## src/rtl/conv2d_pkg.sv

```systemverilog
// Shared types and helpers for the strided 2-D convolution engine.
// CONV2D_SATURATE_EN selects clamping instead of truncation in clip_result.
package conv2d_pkg;

    typedef enum logic [1:0] {
        ST_IDLE,
        ST_MAC,
        ST_WRITE,
        ST_FIN
    } state_t;

    function automatic int acc_width(input int pbits, input int k);
        return 2 * pbits + $clog2(k * k);
    endfunction

    function automatic int o_max(input int m, input int k);
        return m - k + 1;
    endfunction

    // Reduce an accumulator value to the pixel range.
    function automatic logic [31:0] clip_result(input logic [31:0] acc, input int pbits);
        logic [31:0] lim;
        lim = (32'd1 << pbits) - 32'd1;
`ifdef CONV2D_SATURATE_EN
        return (acc > lim) ? lim : acc;
`else
        return acc & lim;
`endif
    endfunction

endpackage

```

## src/rtl/conv2d_mac.sv

```systemverilog
// Registered unsigned multiply-accumulate; one product per enabled cycle.
// Clear has priority over enable and zeroes the accumulator on the next edge.
module conv2d_mac #(
    parameter int DW = 8,
    parameter int AW = 20
) (
    input  logic          clk,
    input  logic          rst,
    input  logic          clr,
    input  logic          en,
    input  logic [DW-1:0] a,
    input  logic [DW-1:0] b,
    output logic [AW-1:0] acc
);

    logic [AW-1:0]   acc_q;
    logic [AW-1:0]   acc_d;
    logic [2*DW-1:0] prod;

    always_comb begin
        prod  = {{DW{1'b0}}, a} * {{DW{1'b0}}, b};
        acc_d = acc_q;
        if (clr) begin
            acc_d = '0;
        end else if (en) begin
            acc_d = acc_q + AW'(prod);
        end
    end

    always_ff @(posedge clk or posedge rst) begin
        if (rst) begin
            acc_q <= '0;
        end else begin
            acc_q <= acc_d;
        end
    end

    assign acc = acc_q;

endmodule

```

## src/rtl/conv2d_stride.sv

```systemverilog
// Strided K x K convolution over an M x M image, one MAC per cycle, results read by address.
// Build with CONV2D_SATURATE_EN to clamp results at all-ones instead of truncating.
module conv2d_stride
    import conv2d_pkg::*;
#(
    parameter int M          = 6,
    parameter int K          = 3,
    parameter int pixel_bits = 8
) (
    input  logic                            clk,
    input  logic                            rst,
    input  logic                            enable,
    input  logic                            strobe_signal,
    input  logic [pixel_bits-1:0]           kernel_weight,
    input  logic                            pixel_write,
    input  logic [pixel_bits-1:0]           pixel,
    input  logic [$clog2(M*M)-1:0]          pixel_number,
    input  logic [$clog2(K):0]              stride,
    input  logic                            start,
    input  logic [$clog2((M-K+1)**2)-1:0]   result_address,
    output logic [pixel_bits-1:0]           final_output,
    output logic [$clog2(M-K+1):0]          out_dim,
    output logic                            busy,
    output logic                            done
);

    localparam int NPIX     = M * M;
    localparam int NW       = K * K;
    localparam int OMAX     = o_max(M, K);
    localparam int ACC_W    = acc_width(pixel_bits, K);
    localparam int PN_W     = $clog2(NPIX);
    localparam int WI_W     = $clog2(NW);
    localparam int RA_W     = $clog2(OMAX * OMAX);
    localparam int NRES_BUF = 1 << RA_W;
    localparam int OD_W     = $clog2(OMAX) + 1;
    localparam int ST_W     = $clog2(K) + 1;
    localparam int TW       = $clog2(K + 1);
    // Wide enough to hold c + S + K without wrapping.
    localparam int CW       = $clog2(2 * M + 1);

    state_t              state_q, state_d;
    logic                busy_q, busy_d;
    logic                done_q, done_d;
    logic [ST_W-1:0]     s_q, s_d;
    logic [CW-1:0]       r_q, r_d;
    logic [CW-1:0]       c_q, c_d;
    logic [TW-1:0]       ti_q, ti_d;
    logic [TW-1:0]       tj_q, tj_d;
    logic [OD_W-1:0]     oc_q, oc_d;
    logic [RA_W-1:0]     ri_q, ri_d;
    logic [OD_W-1:0]     out_dim_q, out_dim_d;
    logic [WI_W-1:0]     widx_q, widx_d;
    logic [pixel_bits-1:0] fo_q, fo_d;

    logic [pixel_bits-1:0] img_q [NPIX];
    logic [pixel_bits-1:0] w_q   [NW];
    logic [pixel_bits-1:0] res_q [NRES_BUF];

    logic [ST_W-1:0]       s_eff;
    logic [CW-1:0]         c_next;
    logic [CW-1:0]         r_next;
    logic [PN_W-1:0]       img_idx;
    logic [WI_W-1:0]       w_idx;
    logic                  load_ok;
    logic                  w_we;
    logic                  p_we;
    logic                  mac_clr;
    logic                  mac_en;
    logic                  res_we;
    logic [ACC_W-1:0]      mac_acc;
    logic [pixel_bits-1:0] res_dat;

    conv2d_mac #(
        .DW (pixel_bits),
        .AW (ACC_W)
    ) u_mac (
        .clk (clk),
        .rst (rst),
        .clr (mac_clr),
        .en  (mac_en),
        .a   (img_q[img_idx]),
        .b   (w_q[w_idx]),
        .acc (mac_acc)
    );

    always_comb begin
        if (stride == '0) begin
            s_eff = ST_W'(1);
        end else if (stride > ST_W'(K)) begin
            s_eff = ST_W'(K);
        end else begin
            s_eff = stride;
        end
        img_idx = PN_W'(r_q + CW'(ti_q)) * PN_W'(M) + PN_W'(c_q) + PN_W'(tj_q);
        w_idx   = WI_W'(ti_q) * WI_W'(K) + WI_W'(tj_q);
        c_next  = c_q + CW'(s_q);
        r_next  = r_q + CW'(s_q);
        res_dat = pixel_bits'(clip_result(32'(mac_acc), pixel_bits));
    end

    always_comb begin
        load_ok = enable && !busy_q;
        w_we    = load_ok && strobe_signal;
        p_we    = load_ok && pixel_write && (int'(pixel_number) < NPIX);
        widx_d  = widx_q;
        if (w_we) begin
            widx_d = (widx_q == WI_W'(NW - 1)) ? '0 : widx_q + WI_W'(1);
        end
        fo_d = res_q[result_address];
    end

    always_comb begin
        state_d   = state_q;
        busy_d    = busy_q;
        done_d    = done_q;
        s_d       = s_q;
        r_d       = r_q;
        c_d       = c_q;
        ti_d      = ti_q;
        tj_d      = tj_q;
        oc_d      = oc_q;
        ri_d      = ri_q;
        out_dim_d = out_dim_q;
        mac_clr   = 1'b0;
        mac_en    = 1'b0;
        res_we    = 1'b0;
        if (enable) begin
            unique case (state_q)
                ST_IDLE: begin
                    if (start) begin
                        state_d = ST_MAC;
                        busy_d  = 1'b1;
                        done_d  = 1'b0;
                        s_d     = s_eff;
                        r_d     = '0;
                        c_d     = '0;
                        ti_d    = '0;
                        tj_d    = '0;
                        oc_d    = '0;
                        ri_d    = '0;
                        mac_clr = 1'b1;
                    end
                end
                ST_MAC: begin
                    mac_en = 1'b1;
                    if (tj_q == TW'(K - 1)) begin
                        tj_d = '0;
                        if (ti_q == TW'(K - 1)) begin
                            ti_d    = '0;
                            state_d = ST_WRITE;
                        end else begin
                            ti_d = ti_q + TW'(1);
                        end
                    end else begin
                        tj_d = tj_q + TW'(1);
                    end
                end
                ST_WRITE: begin
                    res_we  = 1'b1;
                    mac_clr = 1'b1;
                    state_d = ST_MAC;
                    if (c_next + CW'(K) > CW'(M)) begin
                        // oc_q is left at O-1 on the last window so FIN can report O.
                        if (r_next + CW'(K) > CW'(M)) begin
                            state_d = ST_FIN;
                        end else begin
                            c_d  = '0;
                            r_d  = r_next;
                            oc_d = '0;
                            ri_d = ri_q + RA_W'(1);
                        end
                    end else begin
                        c_d  = c_next;
                        oc_d = oc_q + OD_W'(1);
                        ri_d = ri_q + RA_W'(1);
                    end
                end
                ST_FIN: begin
                    state_d   = ST_IDLE;
                    busy_d    = 1'b0;
                    done_d    = 1'b1;
                    out_dim_d = oc_q + OD_W'(1);
                end
                default: state_d = ST_IDLE;
            endcase
        end
    end

    always_ff @(posedge clk or posedge rst) begin
        if (rst) begin
            state_q   <= ST_IDLE;
            busy_q    <= 1'b0;
            done_q    <= 1'b0;
            s_q       <= '0;
            r_q       <= '0;
            c_q       <= '0;
            ti_q      <= '0;
            tj_q      <= '0;
            oc_q      <= '0;
            ri_q      <= '0;
            out_dim_q <= '0;
            widx_q    <= '0;
            fo_q      <= '0;
        end else begin
            state_q   <= state_d;
            busy_q    <= busy_d;
            done_q    <= done_d;
            s_q       <= s_d;
            r_q       <= r_d;
            c_q       <= c_d;
            ti_q      <= ti_d;
            tj_q      <= tj_d;
            oc_q      <= oc_d;
            ri_q      <= ri_d;
            out_dim_q <= out_dim_d;
            widx_q    <= widx_d;
            fo_q      <= fo_d;
        end
    end

    // Image and kernel storage are not reset; they are always loaded before use.
    always_ff @(posedge clk) begin
        if (w_we) begin
            w_q[widx_q] <= kernel_weight;
        end
        if (p_we) begin
            img_q[pixel_number] <= pixel;
        end
    end

    always_ff @(posedge clk or posedge rst) begin
        if (rst) begin
            for (int i = 0; i < NRES_BUF; i++) begin
                res_q[i] <= '0;
            end
        end else if (res_we) begin
            res_q[ri_q] <= res_dat;
        end
    end

    assign final_output = fo_q;
    assign out_dim      = out_dim_q;
    assign busy         = busy_q;
    assign done         = done_q;

endmodule

```

## config.mk

```make
export PLATFORM = sky130hd
export DESIGN_NAME = conv2d_stride
export DESIGN_NICKNAME = d
export VERILOG_FILES = /design/src/rtl/conv2d_pkg.sv /design/src/rtl/conv2d_mac.sv /design/src/rtl/conv2d_stride.sv
export SDC_FILE = /design/constraint.sdc
export NUM_CORES = 1
export LEC_CHECK = 0
export CELL_PAD_IN_SITES_DETAIL_PLACEMENT = 1
export CELL_PAD_IN_SITES_GLOBAL_PLACEMENT = 1
export CORE_UTILIZATION = 55
export CTS_BUF_LIST = sky130_fd_sc_hd__clkbuf_4
export CTS_CLUSTER_DIAMETER = 120
export DETAILED_ROUTE_END_ITERATION = 10
export GPL_ROUTABILITY_DRIVEN = 0
export HOLD_SLACK_MARGIN = 0.06
export MAX_ROUTING_LAYER = met4
export PLACE_DENSITY_LB_ADDON = 0.1
export SLEW_MARGIN = 20
export SYNTH_ARGS = -nofsm -noshare
export SYNTH_HDL_FRONTEND = slang
export SYNTH_SLANG_ARGS = --single-unit
```

## constraint.sdc

```tcl
create_clock -name clk -period 12 [get_ports clk]
set_input_delay 1.2 -clock clk [delete_from_list [all_inputs] [get_ports clk]]
set_output_delay 1.2 -clock clk [all_outputs]
set_load 0.02 [all_outputs]
```

==> run_results.csv <==
group,metric,value,unit
grt,grt_pass1_wl,86000,um
sta,fmax,119,MHz
synthesis,syn_area,23900,um2
clock_network,path_clk_slew,0.06,ns
finish,finalInstanceArea,26800,um2
clock_network,cts_root_buf,"clkbuf_4",
clock_network,cts_sinks,537,
sta,fin_tns_setup,0,ns
critical_path,cp-end-kind,"flop",
sta,worst_pin_slew,1.10,ns
finish,drive_above_1_share,29.8,%
synthesis,ys_types,59,
critical_path,crit_top_cell,"ha_1",
sta,final.period_utilization,70.0,%
synthesis,synthFlopType,"edfxtp_1",
job,cap_violations,0,
sta,slew_headroom,26.4,%
place,io_buffers,47,
clock_network,holdBufCountCts,0,
critical_path,critPathKind,"flop to flop",
synthesis,yosysSeqAreaShare,63.6,%
critical_path,start_kind,"flop",
sta,hold_viol,0,
clock_network,cts_tree,"built",
grt,antenna_found_initial,2,
place,place_hpwl,37000,um
sta,maxSlewViolCount,0,
detailed_routing,dr.first_iter.drc_count,945,
critical_path,crit_required,12.83,ns
detailed_routing,firstDrtPassIters,6,
critical_path,critPathMaxFanout,13,
synthesis,ys_warn_count,0,
detailed_routing,ant_nets,0,
min_path,worstHoldPathType,"flop to flop",
floorplanning,die_w,211,um
floorplanning,initial_utilization,55.7,%
floorplanning,floorplan.core_area,43000,um2
synthesis,synth_nets,1574,
floorplanning,io-pin-count,48,
finish,layout-area-overhead-vs-synth,11.9,%
floorplanning,die-area,44400,um2
grt,first_global_vias,14398,
sta,rsz0062_at_grt,"false",
finish,finalNetCount,1718,
synthesis,netlist_instances,1460,
synthesis,synth_area_leaders,"edfxtp_1 45%, dfrtp_1 18%, mux4_2 12%",
clock_network,htree_levels,4,
synthesis,yosysMostFrequentCell,"edfxtp_1",
critical_path,ff2ff_setup_slack,3.60,ns
detailed_routing,wl_per_cell,24.6,um
critical_path,slowest_stage,"fa_1",
detailed_routing,viasPerCell,5.82,
synthesis,yosys.area.top_type,"edfxtp_1",
place,place_area,25000,um2
synthesis,ys_ff_latch,537,
floorplanning,row_count,76,
sta,finalClockSkew,0.0645,ns
synthesis,syn_area_per_cell,16.4,um2
finish,layoutNonFillerInstCount,2279,
detailed_routing,drc,0,
detailed_routing,vias,13267,
critical_path,cp.arrival,9.23,ns
detailed_routing,drt-total-wl,56000,um
grt,grt_overflow_total,0,
place,dp.cells,2045,
grt,grt.total_usage,27.5,%
floorplanning,die_h,211,um
status,outcome,"completed",
synthesis,synth_top_area_share,45.1,%
clock_network,clockBufferDepth,3,
sta,setup_viol,0,
critical_path,slowest_delay,0.58,ns
synthesis,synth_edf_count,360,
clock_network,post_cts_buffers,0,
clock_network,cts-resized-gates,0,
sta,fin_crit,8.40,ns
synthesis,ys_async_sr_fraction,33.0,%
clock_network,cts_buffers,142,
synthesis,synth_commonest_cells,"360 x edfxtp_1, 177 x dfrtp_1, 129 x mux4_2",
grt,grt_max_degree,109,
clock_network,clock_latency,1.01,ns
[sequential cells by signal, indices dropped and copies added (netlist names), 3 cells and up]
| name | cells |
|---|---|
| img_q | 288 |
| out_dim | 3 |
| res_q | 128 |
| r_q | 4 |
| u_mac.acc | 8 |
| ri_q | 4 |
| widx_q | 4 |
| s_q | 3 |
| c_q | 4 |
| oc_q | 3 |
| final_output | 8 |
| w_q | 72 |
[metal layers]
metal,wire length [um],up-vias,global-route usage [%]
met5,0,-,-
met4,1340,0,8.85
met3,2710,96,7.06
met2,28700,363,44.3
met1,23300,6950,34.4
li1,-,5858,-
[cells by family (layout without fill, tap and decap cells)]
group	count (synthesis)	in the layout	synth area share, %
AOI/OAI and AO/OA	112	112	2.81
xor gates and xnor gates	35	35	1.57
adders and majority gates	79	79	4.94
buffers and inverters	137	367	2.47
DFF	537	537	63.6
muxes	283	283	19.2
other	0	4	0
and+or+nand+nor	277	277	5.39
[cell type report]
class                   count  area, um2
clock inverters            31        307
inverters                  70        268
flip-flops and latches    537      15200
multi-input cells         786       8140
diodes                      4       10.0
well taps                 585        732
clock buffers             199       1490
repair buffers             67        606
fillers                  3938      16200
[critical path, delay by kind of cell (launching register included)]
family	cells	cell delay, ns
adders and majority gates	12	4.55
AOI/OAI and AO/OA	5	1.06
and+or+nand+nor	4	1.01
xor gates and xnor gates	4	0.81
DFF	1	0.44
muxes	1	0.25
buffers and inverters	3	0.14
[layout by cell type (no fill, tap or decap), drive strengths merged, types with 3 or more instances in the layout]
| cell | instances |
|---|---|
| nor4b | 3 |
| mux2 | 114 |
| xor2 | 10 |
| nand2 | 98 |
| o21ai | 53 |
| nand2b | 14 |
| diode | 4 |
| and2 | 10 |
| clkbuf | 199 |
| nand3 | 19 |
| nor2 | 84 |
| or3 | 4 |
| mux2i | 40 |
| bufinv | 6 |
| clkinvlp | 3 |
| xnor2 | 24 |
| and3 | 3 |
| o211ai | 5 |
| edfxtp | 360 |
| nand3b | 7 |
| clkdlybuf4s50 | 44 |
| clkinv | 21 |
| mux4 | 129 |
| nand4 | 5 |
| a21oi | 23 |
| buf | 23 |
| a31oi | 5 |
| a21o | 9 |
| nor3 | 13 |
| o31ai | 5 |
| dfrtp | 177 |
| inv | 71 |
| nor2b | 7 |
| nor3b | 3 |
| ha | 53 |
| fa | 26 |
[through the flow]
step	hold WS (ns)	setup slack, ns	util (%)
2_1_floorplan	0.443	4.35	-
3_3_place_gp	0.455	3.85	58.1
3_5_place_dp	0.466	3.59	58.1
4_1_cts	0.480	3.53	62.3
5_1_grt	0.510	3.01	62.3
6_report	0.478	3.60	62.3
[final timing paths]
check                                     from  cells past startpoint                        to
min reg2reg                oc_q[1]$_DFFE_PP0P_                      2       oc_q[1]$_DFFE_PP0P_
min                        oc_q[1]$_DFFE_PP0P_                      2       oc_q[1]$_DFFE_PP0P_
max                        ti_q[0]$_DFFE_PP0P_                     29  u_mac.acc[7]$_DFFE_PP0P_
max in group asynchronous                  rst                      3     res_q[38]$_DFFE_PP0P_
min in group asynchronous                  rst                      2     res_q[80]$_DFFE_PP0P_
max reg2reg                ti_q[0]$_DFFE_PP0P_                     29  u_mac.acc[7]$_DFFE_PP0P_
Power is left out: the tool's default activity adds up to more than one toggle a clock period on the data nets, which glitch-free logic cannot reach.
